[config.mk]
export PLATFORM = sky130hd
export DESIGN_NAME = cla_multiword_seq
export DESIGN_NICKNAME = d
export VERILOG_FILES = /design/src/rtl/cla_pkg.sv /design/src/rtl/carrylookahead32bit.sv /design/src/rtl/cla_multiword_seq.sv
export SDC_FILE = /design/constraint.sdc
export NUM_CORES = 1
export LEC_CHECK = 0
export ABC_AREA = 1
export BUFFER_PORTS_ARGS = -buffer_cell sky130_fd_sc_hd__buf_2
export CAP_MARGIN = 20
export CORE_AREA = 2 2 180 182
export DETAILED_ROUTE_END_ITERATION = 10
export DIE_AREA = 0 0 182 184
export HOLD_SLACK_MARGIN = 0.1
export PLACE_DENSITY = 0.88
export SYNTH_ARGS = -nofsm -noshare
export SYNTH_HDL_FRONTEND = slang
export SYNTH_HIERARCHICAL = 1
export SYNTH_SLANG_ARGS = --single-unit
[constraint.sdc]
create_clock -name clk -period 9 [get_ports clk]
set_input_delay 0.9 -clock clk [delete_from_list [all_inputs] [get_ports clk]]
set_output_delay 0.9 -clock clk [all_outputs]
set_load 0.02 [all_outputs]
[src/rtl/cla_pkg.sv]
// Shared constants and state encoding for the multi-word CLA sequencer.
// Latency: n/a (declarations only).
// Backpressure: n/a.
package cla_pkg;

    localparam int CLA_W = 32;

    typedef enum logic [1:0] {
        IDLE = 2'd0,
        RUN  = 2'd1,
        DONE = 2'd2
    } state_t;

endpackage

[src/rtl/carrylookahead32bit.sv]
// 32-bit carry-lookahead adder: 4-bit lookahead groups, group carries chained.
// Latency: purely combinational.
// Backpressure: none.
module carrylookahead32bit (
    input  logic [31:0] a,
    input  logic [31:0] b,
    input  logic        cin,
    output logic [31:0] sum,
    output logic        cout
);

    logic [31:0] g;
    logic [31:0] p;
    logic [7:0]  gg;
    logic [7:0]  gp;
    logic [8:0]  bc;
    logic [32:0] c;

    // Group generate/propagate, inter-group carries, then per-bit carries inside each group.
    always_comb begin
        g  = a & b;
        p  = a ^ b;
        gg = '0;
        gp = '0;
        bc = '0;
        c  = '0;
        bc[0] = cin;
        for (int k = 0; k < 8; k++) begin
            gg[k] = g[4*k+3]
                  | (p[4*k+3] & g[4*k+2])
                  | (p[4*k+3] & p[4*k+2] & g[4*k+1])
                  | (p[4*k+3] & p[4*k+2] & p[4*k+1] & g[4*k]);
            gp[k] = &p[4*k +: 4];
            bc[k+1] = gg[k] | (gp[k] & bc[k]);
        end
        for (int k = 0; k < 8; k++) begin
            c[4*k]   = bc[k];
            c[4*k+1] = g[4*k] | (p[4*k] & bc[k]);
            c[4*k+2] = g[4*k+1] | (p[4*k+1] & g[4*k])
                     | (p[4*k+1] & p[4*k] & bc[k]);
            c[4*k+3] = g[4*k+2] | (p[4*k+2] & g[4*k+1])
                     | (p[4*k+2] & p[4*k+1] & g[4*k])
                     | (p[4*k+2] & p[4*k+1] & p[4*k] & bc[k]);
        end
        c[32] = bc[8];
    end

    assign sum  = p ^ c[31:0];
    assign cout = c[32];

endmodule

[src/rtl/cla_multiword_seq.sv]
// Multi-precision add/sub: streams WORDS x 32-bit operands through one shared CLA, LSW first.
// Latency: accept at edge E0, out_valid from edge E0+WORDS; issue interval WORDS+2 cycles.
// Backpressure: result held in DONE until out_ready; in_ready low outside IDLE.
module cla_multiword_seq
    import cla_pkg::*;
#(
    parameter int WORDS = 4
) (
    input  logic                   clk,
    input  logic                   rst_n,
    input  logic                   in_valid,
    output logic                   in_ready,
    input  logic [CLA_W*WORDS-1:0] in_a,
    input  logic [CLA_W*WORDS-1:0] in_b,
    input  logic                   in_cin,
    input  logic                   in_sub,
    output logic                   out_valid,
    input  logic                   out_ready,
    output logic [CLA_W*WORDS-1:0] out_sum,
    output logic                   out_cout,
    output logic                   out_ovf
);

    localparam int N  = CLA_W * WORDS;
    localparam int IW = (WORDS > 1) ? $clog2(WORDS) : 1;
    localparam int SH = $clog2(CLA_W);
    localparam logic [IW-1:0] LAST = IW'(WORDS - 1);

    state_t            state;
    state_t            state_nxt;
    logic [IW-1:0]     idx;
    logic [IW+SH-1:0]  base;
    logic [N-1:0]      a_reg;
    logic [N-1:0]      b_reg;      // already inverted for subtract
    logic [N-1:0]      sum_reg;
    logic              carry_reg;
    logic              ovf_reg;
    logic [CLA_W-1:0]  cla_sum;
    logic              cla_cout;

    // Bit offset of the current word: idx * CLA_W as a shift.
    assign base = {idx, {SH{1'b0}}};

    carrylookahead32bit u_cla (
        .a    (a_reg[base +: CLA_W]),
        .b    (b_reg[base +: CLA_W]),
        .cin  (carry_reg),
        .sum  (cla_sum),
        .cout (cla_cout)
    );

    // State register.
    always_ff @(posedge clk) begin
        if (!rst_n) state <= IDLE;
        else        state <= state_nxt;
    end

    // Next-state decode.
    always_comb begin
        state_nxt = state;
        case (state)
            IDLE:    if (in_valid)     state_nxt = RUN;
            RUN:     if (idx == LAST)  state_nxt = DONE;
            DONE:    if (out_ready)    state_nxt = IDLE;
            default:                   state_nxt = IDLE;
        endcase
    end

    // Operand latch, per-word accumulation and overflow capture.
    always_ff @(posedge clk) begin
        if (!rst_n) begin
            idx       <= '0;
            a_reg     <= '0;
            b_reg     <= '0;
            sum_reg   <= '0;
            carry_reg <= 1'b0;
            ovf_reg   <= 1'b0;
        end else begin
            case (state)
                IDLE: begin
                    if (in_valid) begin
                        a_reg     <= in_a;
                        b_reg     <= in_b ^ {N{in_sub}};
                        carry_reg <= in_sub | in_cin;   // subtract forces +1
                        idx       <= '0;
                    end
                end
                RUN: begin
                    sum_reg[base +: CLA_W] <= cla_sum;
                    carry_reg              <= cla_cout;
                    if (idx == LAST) begin
                        // Same-sign operands whose result flips sign.
                        ovf_reg <= (a_reg[N-1] == b_reg[N-1]) && (cla_sum[CLA_W-1] != a_reg[N-1]);
                    end else begin
                        idx <= idx + 1'b1;
                    end
                end
                default: ;
            endcase
        end
    end

    assign in_ready  = rst_n && (state == IDLE);
    assign out_valid = (state == DONE);
    assign out_sum   = sum_reg;
    assign out_cout  = carry_reg;
    assign out_ovf   = ovf_reg;

endmodule

== Word level (Yosys, flattened, before mapping) ==
Index checks and enable logic that the tools add are counted.

* Flip-flop bits (word level): 390
* Latch bits: 0
* Bits in writable memories: 0
* Memory bits (read-only): 0
* Input bits: 262
* Output and inout bits: 132
* Memories kept: 0

* $add $sub $neg: 2
* Multiply operators: 0
* Divide/modulo/power cells: 0
* Order comparisons: 0
* Equal/unequal tests: 9
* Shift operators: 4
* Multiplexer cells: 10
* Bitwise logic cells: 205
* Reductions and logical operators: 17

{| class="wikitable"
|+ Operators with widths
! cell !! number
|-
| indexed part select 128 x 8 -> 32 bit || 2
|-
| bitwise mux 128 bit || 1
|-
| variable shift 32 x 9 -> 128 bit (first input constant) || 1
|-
| indexed part select 32 x 9 -> 128 bit || 1
|-
| XOR 128 bit || 1
|-
| AND 1 bit || 120
|-
| OR 1 bit || 81
|-
| XOR 32 bit || 2
|-
| AND 32 bit || 1
|-
| AND reduction 4 bit || 8
|-
| 2-to-1 mux 2 bit || 5
|-
| negator 7 -> 9 bit || 1
|-
| inequality test 2 bit (second input constant) || 3
|-
| case mux 2 bit (3 select lines) || 1
|-
| AND reduction 2 bit || 3
|-
| AND reduction 3 bit || 2
|-
| equality test 2 bit (second input constant) || 2
|-
| case mux 2 bit (2 select lines) || 1
|-
| adder 2 x 1 -> 2 bit (second input constant) || 1
|-
| equality test 2 x 1 -> 1 bit (second input constant) || 1
|-
| logical AND 1 bit || 2
|-
| logical NOT 2 bit || 1
|-
| inequality test 2 x 1 -> 1 bit (second input constant) || 1
|-
| case mux 1 bit (2 select lines) || 1
|-
| other kinds (4) || 4
|}

== Longest topological paths before layout ==
Gate-level depths: netlist (run 1).

* Word-level depth: 24
* Depth in mapped cells: 31

== Hierarchy ==
The synthesis (run 1) kept the hierarchy.

{| class="wikitable"
|+ Modules (own cells, without submodules)
! module !! times used !! cells an instance !! area an instance (µm²) !! sequential area each (µm²)
|-
| cla_multiword_seq || 1 || 2351 || 17021.3 || 7807.5
|-
| carrylookahead32bit || 1 || 180 || 1356.3 || 0.0
|}

== Least setup slack after synthesis (run 1) ==
No wires, ideal clock.

* Path kind: register -> register
* From: register idx[0]
* To: register sum_reg[125], in the netlist out_sum[125]
* Library setup time: 0.070 ns
* Data arrival time: 3.393 ns
* Required time: 8.930 ns
* Slack: 5.536 ns
* Stages on the path, launching flop included: 27
* Cell sequence: dfxtp_1 inv_2 buf_2 clkbuf_1 nor2_1 o22ai_1 ha_1 a21oi_1 nand2_1 a21oi_2 nand2_4 nand2_4 nand2_4 nand2_4 nand2_4 nand2_4 nand2_4 nand2_4 nand2_4 nand2_4 nand2_4 fa_1 xor2_1 inv_1 nor3_1 nand2_1 a21oi_1

* Longest elaborated chain between the ends: 24
* Elaborated cells on any way between the ends: 206
* Those cells by class: add/sub (1); shift (4); mux (1); bitwise (193); reduce/logical (7)

{| class="wikitable"
|+ RTL lines
! what !! line !! RTL
|-
| start: declaration || cla_multiword_seq.sv:31 || <nowiki>logic [IW-1:0] idx;</nowiki>
|-
| start signal: assignment || cla_multiword_seq.sv:95 || <nowiki>idx <= idx + 1'b1;</nowiki>
|-
| indexed part select 128 x 8 -> 32 bit, on equally long branches || cla_multiword_seq.sv:45, cla_multiword_seq.sv:46 ||
|-
| XOR 32 bit / AND 32 bit (equally long branches) || carrylookahead32bit.sv:22, carrylookahead32bit.sv:21 ||
|-
| AND 1 bit, on equally long branches || carrylookahead32bit.sv:30, carrylookahead32bit.sv:31, carrylookahead32bit.sv:32 ||
|-
| OR 1 bit (tied with other cells) || carrylookahead32bit.sv:30 || <nowiki>| (p[4*k+3] & g[4*k+2])</nowiki>
|-
| OR 1 bit / AND 1 bit (equally long branches) || carrylookahead32bit.sv:31, carrylookahead32bit.sv:32 ||
|-
| OR 1 bit || carrylookahead32bit.sv:32 || <nowiki>| (p[4*k+3] & p[4*k+2] & p[4*k+1] & g[4*k]);</nowiki>
|-
| OR 1 bit || carrylookahead32bit.sv:34 || <nowiki>bc[k+1] = gg[k] | (gp[k] & bc[k]);</nowiki>
|-
| AND 1 bit || carrylookahead32bit.sv:34 ||
|-
| [9 not listed] || n/a ||
|-
| AND 1 bit || carrylookahead32bit.sv:34 ||
|-
| OR 1 bit || carrylookahead32bit.sv:34 ||
|-
| AND 1 bit || carrylookahead32bit.sv:38 || <nowiki>c[4*k+1] = g[4*k] | (p[4*k] & bc[k]);</nowiki>
|-
| OR 1 bit || carrylookahead32bit.sv:38 ||
|-
| XOR 32 bit * || carrylookahead32bit.sv:48 || <nowiki>assign sum = p ^ c[31:0];</nowiki>
|-
| via cla_sum[29] || cla_multiword_seq.sv:38 || <nowiki>logic [CLA_W-1:0] cla_sum;</nowiki>
|-
| indexed part select 32 x 9 -> 128 bit * || cla_multiword_seq.sv:89 || <nowiki>sum_reg[base +: CLA_W] <= cla_sum;</nowiki>
|-
| bitwise mux 128 bit * || cla_multiword_seq.sv:89 ||
|-
| end signal: indexed assignment || cla_multiword_seq.sv:89 ||
|-
| end: declaration || cla_multiword_seq.sv:35 || <nowiki>logic [N-1:0] sum_reg;</nowiki>
|}

Mark *: on every way through the listed nets, which the timed path passes. The rest lies on a longest branch.
A chain may end at the register's enable or synchronous reset.

== Worst setup path after layout (run 1) ==
* From: register idx[0]
* To: register sum_reg[61], in the netlist out_sum[61]

The elaborated chain is that of the path after synthesis.

==> results of run 1 <==
[cell type report]
class,count,area (um^2),share of cell area (%)
sequential,390,7810,36.5
multi-input combinational,1878,9410,43.9
inverter,69,274,1.28
timing repair buffer,406,2100,9.80
clock buffer,52,1130,5.26
tap,402,503,2.35
clock inverter,17,188,0.877
[worst min path at each step]
stage,endpoint,slack [ns]
global placement,out_sum[48]$_SDFFE_PN0P_,0.45
finish,b_reg[79]$_SDFFE_PN0P_,0.46
global route,b_reg[110]$_SDFFE_PN0P_,0.47
floorplan,b_reg[64]$_SDFFE_PN0P_,0.44
CTS,out_sum[98]$_SDFFE_PN0P_,0.46
detailed placement,out_sum[98]$_SDFFE_PN0P_,0.45
[Yosys cell counts]
cell type,n
fa_1,8
clkbuf_2,8
o21bai_1,1
nand2_4,12
nor2_1,466
o22ai_1,64
nand2_2,6
buf_6,1
nor2_2,1
buf_4,20
nor2_4,3
nor2_8,1
a211oi_2,1
clkbuf_1,85
inv_2,4
a21oi_1,274
buf_2,80
nor3_2,1
nand3_4,1
nor3_1,31
dfxtp_1,390
nand2_1,506
inv_1,64
ha_1,37
and2_1,1
clkinv_1,1
xnor2_1,6
a211oi_1,1
xor2_1,143
nand3_2,2
nand3_1,30
nand4_1,1
o21a_1,1
o21ai_0,278
a21oi_2,2
[metrics by stage]
| stage | setup slack [ns] | util, % | power [mW] |
|---|---|---|---|
| finish | 3.76 | 68.2 | 4.70 |
| CTS | 3.85 | 68.1 | 4.67 |
| floorplan | 5.54 | - | 2.68 |
| global route | 3.35 | 68.2 | 4.89 |
| detailed placement | 3.93 | 63.9 | 3.03 |
| global placement | 4.09 | 63.9 | 3.00 |
[power by group through the flow]
stage	clock, mW	sequential [mW]	combinational [mW]
floorplan	0	1.94	0.741
global placement	0	1.94	1.05
detailed placement	0	1.94	1.08
CTS	1.67	1.91	1.09
global route	1.74	1.92	1.23
finish	1.66	1.91	1.12
[worst min-delay path: stages (launching register included)]
cell and delay [ns]:
dfxtp_1 0.31, nand2_1 0.06, a21oi_1 0.05
[per-layer routing]
| metal | vias to the layer above | wire length [um] | global-route usage [%] |
|---|---|---|---|
| li1 | 8704 | - | - |
| met1 | 8381 | 23700 | 43.6 |
| met2 | 958 | 25800 | 52.4 |
| met3 | 146 | 5020 | 5.01 |
| met4 | 4 | 2510 | 14.3 |
| met5 | - | 34 | 0 |
[kinds of logic after synthesis]
family	Yosys count	share of synthesized area (%)
fa+ha+maj	45	3.39
buf+inv	263	6.42
simple gates	1062	23.1
xor+xnor	149	7.10
flops	390	42.5
compound gates	622	17.5
==> flow_metrics.env, run 1 <==
export IMPL_maxCapViolCount=0
export IMPL_timing_rr_end="out_sum[61]$_SDFFE_PN0P_"
export IMPL_drc=0
export IMPL_skew_ns=0.0260
export IMPL_slew_headroom_pct=26.0
export IMPL_placed_area_um2=20100
export IMPL_intPower_mw=3.16
export IMPL_clk_pin_slew_ns=0.06
export IMPL_setup_viol=0
export IMPL_synth_area_um2=18400
export IMPL_grt_usage_pct=32.6
export IMPL_antenna_cells=0
export IMPL_holdWs_ns=0.462
export IMPL_antenna_found_initial=2
export IMPL_clkPwrFrac_pct=35.4
export IMPL_rsz0062_at_grt="false"
export IMPL_reg2reg_slack_ns=3.76
export IMPL_cts_made_buffers=39
export IMPL_cts_setup_buffers=0
export IMPL_worst_pin_slew_ns=1.11
export IMPL_p_comb_share_pct=23.9
export IMPL_cts_tree="yes"
export IMPL_r2r_cells=27
export IMPL_synth_nets=2838
export IMPL_grt_pass1_vias=16400
export IMPL_swShare_pct=32.6
export IMPL_viasPerCell=5.66
export IMPL_grt_pass1_wl_mm=87.1
export IMPL_p_per_area_nw_per_um2=219
export IMPL_cts_max_level=2
export IMPL_synth_cells=2531
export IMPL_cts_buffer_depth=3
export IMPL_power_switching_mw=1.53
export IMPL_critPathSlowestCell="buf_4"
export IMPL_dpl_hpwl_mm=39.7
export IMPL_final_instance_count_excl_fill=3214
export IMPL_peakVddDrop_mv=0.116
export IMPL_final_area_um2=21400
export IMPL_drtIter0Drc=1934
export IMPL_required_ns=9.45
export IMPL_cts_sinks=390
export IMPL_cts_hold_buf=0
export IMPL_cp_depth=27
export IMPL_synth_distinct_cells=35
export IMPL_dieArea_um2=33500
export IMPL_post_route_period_util_pct=58.2
export IMPL_crit_start="idx[0]$_SDFFE_PN0P_"
export IMPL_critPathMaxStageDelay_ns=0.77
export IMPL_io_pins=394
export IMPL_p_seq_share_pct=40.7
export IMPL_synth_top_area_share_pct=42.5
export IMPL_worst_setup_path_end_kind="flip-flop"
export IMPL_num_rows=65
export IMPL_clkLatencyLatePin_ns=0.54
export IMPL_die_x_um=182
export IMPL_vias=18200
export IMPL_crit_path_start_kind="flip-flop"
export IMPL_hold_path_cell_count=2
export IMPL_final_fill_count=2598
export IMPL_dp_cells=3143
export IMPL_overflow=0
export IMPL_gp_congestion=0.960
export IMPL_most_common_layout_cells="nand2_1 (506), nor2_1 (466), buf_2 (391)"
export IMPL_start_util_pct=58.5
export IMPL_path_common_cell="nand2_4"
export IMPL_die_y_um=184
export IMPL_portBuffers=393
export IMPL_min_period_ns=5.24
export IMPL_area_growth_pct=16.5
export IMPL_ys_ff_latch=390
export IMPL_ctsResizeCount=0
export IMPL_ant_nets=0
export IMPL_nNetsFinal=3091
export IMPL_wirelength_mm=57.1
export IMPL_layout_commonest_cell="nand2_1"
export IMPL_hold_viol_final=0
export IMPL_coreArea_um2=31400
export IMPL_setup_tns_ns=0
export IMPL_grt_max_degree=146
export IMPL_drive_above_1_share_pct=18.1
export IMPL_max_freq_ghz=0.191
export IMPL_power_leakage_nw=9.50
export IMPL_crit_arrival_ns=5.69
export IMPL_crit_fanout=85
export IMPL_reg2reg_from="idx[0]$_SDFFE_PN0P_"
export IMPL_yosysTopAreaCell="dfxtp_1"
export IMPL_hold_class="reg2reg"
export IMPL_worstSetupEndpoint="out_sum[61]$_SDFFE_PN0P_"
export IMPL_synth_area_top_cells="dfxtp_1 (42%), nand2_1 (10%), nor2_1 (9.5%), o21ai_0 (7.6%), a21oi_1 (7.5%)"
export IMPL_clock_tree_root_cell="clkbuf_16"
export IMPL_status="finished, final reports clean"
export IMPL_cp_top_family="buffers and inverters"
export IMPL_wl_per_cell_um=17.8
export IMPL_crit_type="reg2reg"
export IMPL_cp_num_buf_inv=3
export IMPL_drtPass1Iterations=6
export IMPL_avgSynthCellArea_um2=7.26
export IMPL_hold_start="b_reg[79]$_SDFFE_PN0P_"
export IMPL_slew_viol_final=0
export IMPL_seq_area_frac_synth_pct=42.5
export IMPL_ys_warn_count=6
No activity file was read; power rests on OpenSTA's default activity.
==> run 2: changes to the inputs <==
ABC_AREA = 0   (was 1)
CORE_AREA = 2 2 195 197   (was 2 2 180 182)
DIE_AREA = 0 0 197 199   (was 0 0 182 184)
PLACE_DENSITY = 0.78   (was 0.88)
clock period = 4.22 ns   (was 9 ns; I/O delays follow)
==> flow_metrics.env, run 2 <==
export IMPL_gp_congestion=0.861
export IMPL_cts_max_level=2
export IMPL_total_power_mw=9.05
export IMPL_avgSynthCellArea_um2=9.69
export IMPL_drtIter0Drc=1157
export IMPL_worst_setup_path_end_kind="flip-flop"
export IMPL_cp_cell_sequence="buf_12 -> mux4_2 -> ha_1 -> a21oi_1 -> nor2b_1 -> o311ai_2 -> nand3_1 -> a21oi_2 -> o31ai_1 -> a21o_1 -> a21o_1 -> or3b_2 -> o311ai_1 -> a21oi_1"
export IMPL_dpl_hpwl_mm=40.0
export IMPL_clk_pin_slew_ns=0.06
export IMPL_wirelength_mm=54.1
export IMPL_grt_pass1_wl_mm=81.5
export IMPL_clock_tree_root_cell="clkbuf_16"
export IMPL_worst_pin_slew_ns=0.978
export IMPL_yosysMostFrequentCell="nand2_1"
export IMPL_synth_edff_count=0
export IMPL_synth_cells=1846
export IMPL_coreArea_um2=37100
export IMPL_maxCapViolCount=0
export IMPL_synthAdderAreaFrac_pct=3.48
export IMPL_muxShareOfSynthArea_pct=8.17
export IMPL_post_route_period_util_pct=91.6
export IMPL_setup_tns_ns=0
export IMPL_synth_xor_area_share_pct=7.34
export IMPL_cts_tree="yes"
export IMPL_synth_compound_area_share_pct=19.9
export IMPL_min_period_ns=3.87
export IMPL_synth_top_family_by_area="compound AO/OA/AOI/OAI gates"
export IMPL_dr_wl_met3_mm=3.66
export IMPL_cp_top_family="compound AO/OA/AOI/OAI gates"
export IMPL_ant_nets=0
export IMPL_dr_max_layer_used="met5"
export IMPL_drc=0
export IMPL_antenna_found_initial=6
export IMPL_status="finished, final reports clean"
export IMPL_clkLatencyLatePin_ns=0.54
export IMPL_most_common_layout_cells="nand2_1 (528), buf_2 (391), dfxtp_1 (388)"
export IMPL_critPathMaxStageDelay_ns=0.53
export IMPL_synth_area_top_cells="dfxtp_1 (44%), nand2_1 (11%), mux4_2 (8.1%), o211a_1 (7.2%), xnor2_1 (6.9%)"
export IMPL_ctsResizeCount=0
export IMPL_grt_pass1_vias=14500
export IMPL_yosysTopAreaCell="dfxtp_1"
export IMPL_crit_type="reg2reg"
export IMPL_cts_buffer_depth=3
export IMPL_m1WireLength_mm=22.8
export IMPL_power_leakage_nw=10.1
export IMPL_crit_fanout=27
export IMPL_grt_max_degree=222
export IMPL_rsz0062_at_grt="false"
export IMPL_placed_area_um2=20100
export IMPL_drive_above_1_share_pct=26.1
export IMPL_cts_made_buffers=41
export IMPL_cp_num_buf_inv=1
export IMPL_async_reset_ff_share_pct=0
export IMPL_final_area_um2=21500
export IMPL_io_pins=394
export IMPL_area_growth_pct=19.9
export IMPL_p_per_area_nw_per_um2=422
export IMPL_ys_ff_latch=390
export IMPL_cts_hold_buf=0
export IMPL_ys_flop_type="dfxtp_1"
export IMPL_wl_met2_mm=25.2
export IMPL_synth_simple_gate_area_share_pct=13.0
export IMPL_synth_area_um2=17900
export IMPL_grt_usage_pct=26.9
export IMPL_hold_viol_final=0
export IMPL_nNetsFinal=2453
export IMPL_setup_viol=0
export IMPL_netlist_top_cells_count="nand2_1 (528), dfxtp_1 (390), xnor2_1 (140), o211a_1 (128), a21boi_1 (104)"
export IMPL_crit_path_start_kind="flip-flop"
export IMPL_num_rows=71
export IMPL_synth_top_area_share_pct=43.6
export IMPL_crit_arrival_ns=4.27
export IMPL_slew_viol_final=0
export IMPL_final_instance_count_excl_fill=2659
export IMPL_utilization_pct=57.8
export IMPL_layout_commonest_cell="nand2_1"
export IMPL_start_util_pct=48.2
export IMPL_skew_ns=0.0191
export IMPL_hold_class="in2reg"
export IMPL_dieArea_um2=39200
export IMPL_vias=15100
export IMPL_peakVddDrop_mv=0.220
export IMPL_seq_area_frac_synth_pct=43.6
export IMPL_cts_sinks=390
export IMPL_overflow=0
export IMPL_critPathSlowestCell="mux4_2"
export IMPL_die_x_um=197
export IMPL_synth_nets=2153
export IMPL_viasPerCell=5.68
export IMPL_portBuffers=393
export IMPL_cts_setup_buffers=0
export IMPL_ys_warn_count=6
export IMPL_die_y_um=199
export IMPL_dp_cells=2577
export IMPL_required_ns=4.63
export IMPL_drtPass1Iterations=6
export IMPL_synth_distinct_cells=55
export IMPL_slew_headroom_pct=34.8
export IMPL_wl_per_cell_um=20.3
export IMPL_max_freq_ghz=0.259
## run 2: worst paths after layout
| check | startpoint | end | slack (ns) | depth (start not counted) |
|---|---|---|---|---|
| worst max register to register | idx[0]$_SDFFE_PN0P_ | out_cout$_SDFFE_PN0P_ | 0.35 | 14 |
| worst min-delay path | in_a[25] | a_reg[25]$_SDFFE_PN0P_ | 0.11 | 3 |
| worst min register to register | a_reg[119]$_SDFFE_PN0P_ | a_reg[119]$_SDFFE_PN0P_ | 0.45 | 2 |
| worst max-delay path | idx[0]$_SDFFE_PN0P_ | out_cout$_SDFFE_PN0P_ | 0.35 | 14 |
## run 2: cell families (layout without fill, tap and decap cells)
| group | Yosys count | after routing |
|---|---|---|
| buf+inv | 175 | 507 |
| xor+xnor | 150 | 150 |
| compound gates | 444 | 444 |
| fa+ha+maj | 45 | 45 |
| other cells | 0 | 7 |
| simple gates | 576 | 576 |
| flops | 390 | 390 |
| mux | 66 | 66 |
## run 2: report_power, final
| part | leakage (nW) | total, mW | internal (mW) | switching, mW |
|---|---|---|---|---|
| Sequential | 3.19 | 4.00 | 3.88 | 0.128 |
| Combinational | 6.20 | 1.39 | 0.594 | 0.798 |
| Clock | 0.684 | 3.65 | 2.16 | 1.49 |
## run 2: per-stage QoR
stage	hold slack (ns)	worst slack, ns
floorplan	0.432	0.493
global placement	0.439	0.459
detailed placement	0.443	0.402
CTS	0.104	0.381
global route	0.112	0.0847
finish	0.113	0.354
## run 2: cell type report
cell class	count	area, um^2
fill	3203	15700
multi-input combinational	1281	9290
sequential	390	7820
timing repair buffer	420	2310
clock buffer	57	1190
tap	474	593
clock inverter	18	186
inverter	12	45.0
antenna	7	17.5
## run 2: worst reg2reg max path, delay by kind of cell, from the launching register on
kind,cells,cell delay (ns)
compound gates,8,1.53
simple gates,3,0.68
mux,1,0.54
flops,1,0.38
fa+ha+maj,1,0.36
buf+inv,1,0.24
## run 2: per-layer routing
layer	global-route usage (%)	vias to the layer above
met4	11.7	2
met5	0	-
met1	35.0	7282
met2	44.7	620
li1	-	7078
met3	3.87	120
==> run 3: changes to the inputs <==
ABC_AREA = 1   (was 0)
ABC_CLOCK_PERIOD_IN_PS = 4220   (was not set)
CTS_CLUSTER_SIZE = 40   (was not set)
PLACE_DENSITY = 0.8   (was 0.78)
==> flow_metrics.env, run 3 (synthesis results as in run 1) <==
export IMPL_status="finished, final reports clean"
export IMPL_power_leakage_nw=9.66
export IMPL_dp_cells=3231
export IMPL_wirelength_mm=58.3
export IMPL_ant_nets=0
export IMPL_setup_viol=0
export IMPL_grt_pass1_vias=16700
export IMPL_wl_per_cell_um=17.6
export IMPL_nNetsFinal=3109
export IMPL_drive_above_1_share_pct=18.8
export IMPL_start_util_pct=49.5
export IMPL_vias=17800
export IMPL_met1_usage_pct=37.5
export IMPL_grt_usage_pct=28.9
export IMPL_peakVddDrop_mv=0.264
export IMPL_min_period_ns=3.88
export IMPL_setup_tns_ns=0
export IMPL_hold_class="in2reg"
export IMPL_area_growth_pct=18.7
export IMPL_portBuffers=393
export IMPL_num_rows=71
export IMPL_final_instance_count_excl_fill=3311
export IMPL_drtPass1Iterations=5
export IMPL_cts_max_level=2
export IMPL_cts_made_buffers=41
export IMPL_coreArea_um2=37100
export IMPL_crit_fanout=60
export IMPL_maxCapViolCount=0
export IMPL_crit_type="reg2reg"
export IMPL_hold_viol_final=0
export IMPL_die_y_um=199
export IMPL_drtIter0Drc=1548
export IMPL_clock_tree_root_cell="clkbuf_16"
export IMPL_max_freq_ghz=0.258
export IMPL_die_x_um=197
export IMPL_viasPerCell=5.39
export IMPL_final_fill_count=3404
export IMPL_cts_sinks=390
export IMPL_met2_usage_pct=48.5
export IMPL_dpl_hpwl_mm=42.2
export IMPL_slew_viol_final=0
export IMPL_grt_pass1_wl_mm=88.9
export IMPL_io_pins=394
export IMPL_grt_max_degree=171
export IMPL_required_ns=4.68
export IMPL_worst_pin_slew_ns=1.09
export IMPL_p_per_area_nw_per_um2=474
export IMPL_cts_buffer_depth=3
export IMPL_most_common_layout_cells="nand2_1 (506), nor2_1 (466), buf_2 (391)"
export IMPL_overflow=0
export IMPL_skew_ns=0.0191
export IMPL_cts_tree="yes"
export IMPL_drc=0
export IMPL_slew_headroom_pct=27.6
export IMPL_layout_commonest_cell="nand2_1"
export IMPL_post_route_period_util_pct=92.0
export IMPL_worst_setup_path_end_kind="flip-flop"
export IMPL_clk_pin_slew_ns=0.06
export IMPL_cts_hold_buf=0
export IMPL_clkLatencyLatePin_ns=0.54
export IMPL_rsz0062_at_grt="false"
export IMPL_antenna_found_initial=2
export IMPL_dieArea_um2=39200
export IMPL_grt_most_used_layer="met2"
export IMPL_grt_use_met3_pct=4.24
export IMPL_gp_congestion=0.885
export IMPL_holdWs_ns=0.143
export IMPL_crit_path_start_kind="flip-flop"
export IMPL_crit_arrival_ns=4.34
-- run 3: cell types whose count changed in the layout (fill, tap and decap cells not counted), moves of 32 or more --
cell      before  now
a21boi_1     104    0
xnor2_1      140    6
a32o_1        32    0
o211a_1      128    0
o22ai_1       98   64
xor2_1        10  143
mux4_2        64    0
o21ai_0        4  278
nor2_1        14  466
inv_1         11   63
a21oi_1       21  274
-- run 3: metrics by stage --
stage / power, mW / utilization (%) / setup WS [ns] / instance area, um^2
after detailed placement: 6.53 / 54.7 / 0.245 / 20300
after floorplan: 5.71 / - / 0.756 / 18400
after global routing: 10.8 / 58.7 / 0.0596 / 21800
after CTS: 10.3 / 58.6 / 0.227 / 21800
final: 10.3 / 58.7 / 0.338 / 21800
after global placement: 6.47 / 54.7 / 0.430 / 20300
-- run 3: cell type report --
type                            instances  area (um^2)  area share [%]
Inverter                               69          277            1.27
Sequential cell                       390         7810            35.8
Multi-Input combinational cell       1878         9410            43.2
Antenna cell                            3         7.51          0.0344
Clock buffer                           56         1220            5.62
Tap cell                              474          593            2.72
Clock inverter                         19          223            1.02
Timing Repair Buffer                  422         2260            10.4
-- run 3: path summary, 6_finish.rpt --
path,startpoint,end,slack [ns],depth (start not counted)
hold reg to reg,out_sum[78]$_SDFFE_PN0P_,out_sum[78]$_SDFFE_PN0P_,0.46,2
setup / recovery,idx[0]$_SDFFE_PN0P_,out_sum[125]$_SDFFE_PN0P_,0.34,24
hold / removal,in_a[8],a_reg[8]$_SDFFE_PN0P_,0.14,3
setup reg to reg,idx[0]$_SDFFE_PN0P_,out_sum[125]$_SDFFE_PN0P_,0.34,24
-- run 3: what timing repair did --
| item | CTS | global route |
|---|---|---|
| setup buffers | 0 | 1 |
| gates resized for setup | 0 | 3 |
| endpoints found under the setup margin | 0 | 2 |
-- run 3: critical path, cell delays in order, from the launching register on --
cell and delay, ns:
dfxtp_4 0.48, buf_12 0.26, o21ai_0 0.13, o22ai_1 0.25, ha_1 0.33, a21oi_1 0.16, nand2_1 0.09, a21oi_2 0.16
nand2_4 0.10, nand2_4 0.07, nand2_4 0.07, nand2_4 0.07, nand2_4 0.07, nand2_4 0.08, nand2_4 0.06, nand2_4 0.07
nand2_4 0.06, nand2_4 0.07, nand2_4 0.06, fa_1 0.40, xor2_1 0.25, inv_1 0.10, nor3_2 0.14, nand2_1 0.07
a21oi_1 0.16
-- run 3: metal layers --
metal  share of wire, %  routed length [um]
met1                 43               24800
met4                3.7                2150
met5              0.022                  13
met2                 46               27000
met3                7.4                4330
-- run 3: report_power, final --
group	switching (mW)	leakage (nW)	internal [mW]
clock	1.53	0.716	2.29
combinational	1.64	5.75	0.795
sequential	0.160	3.20	3.92
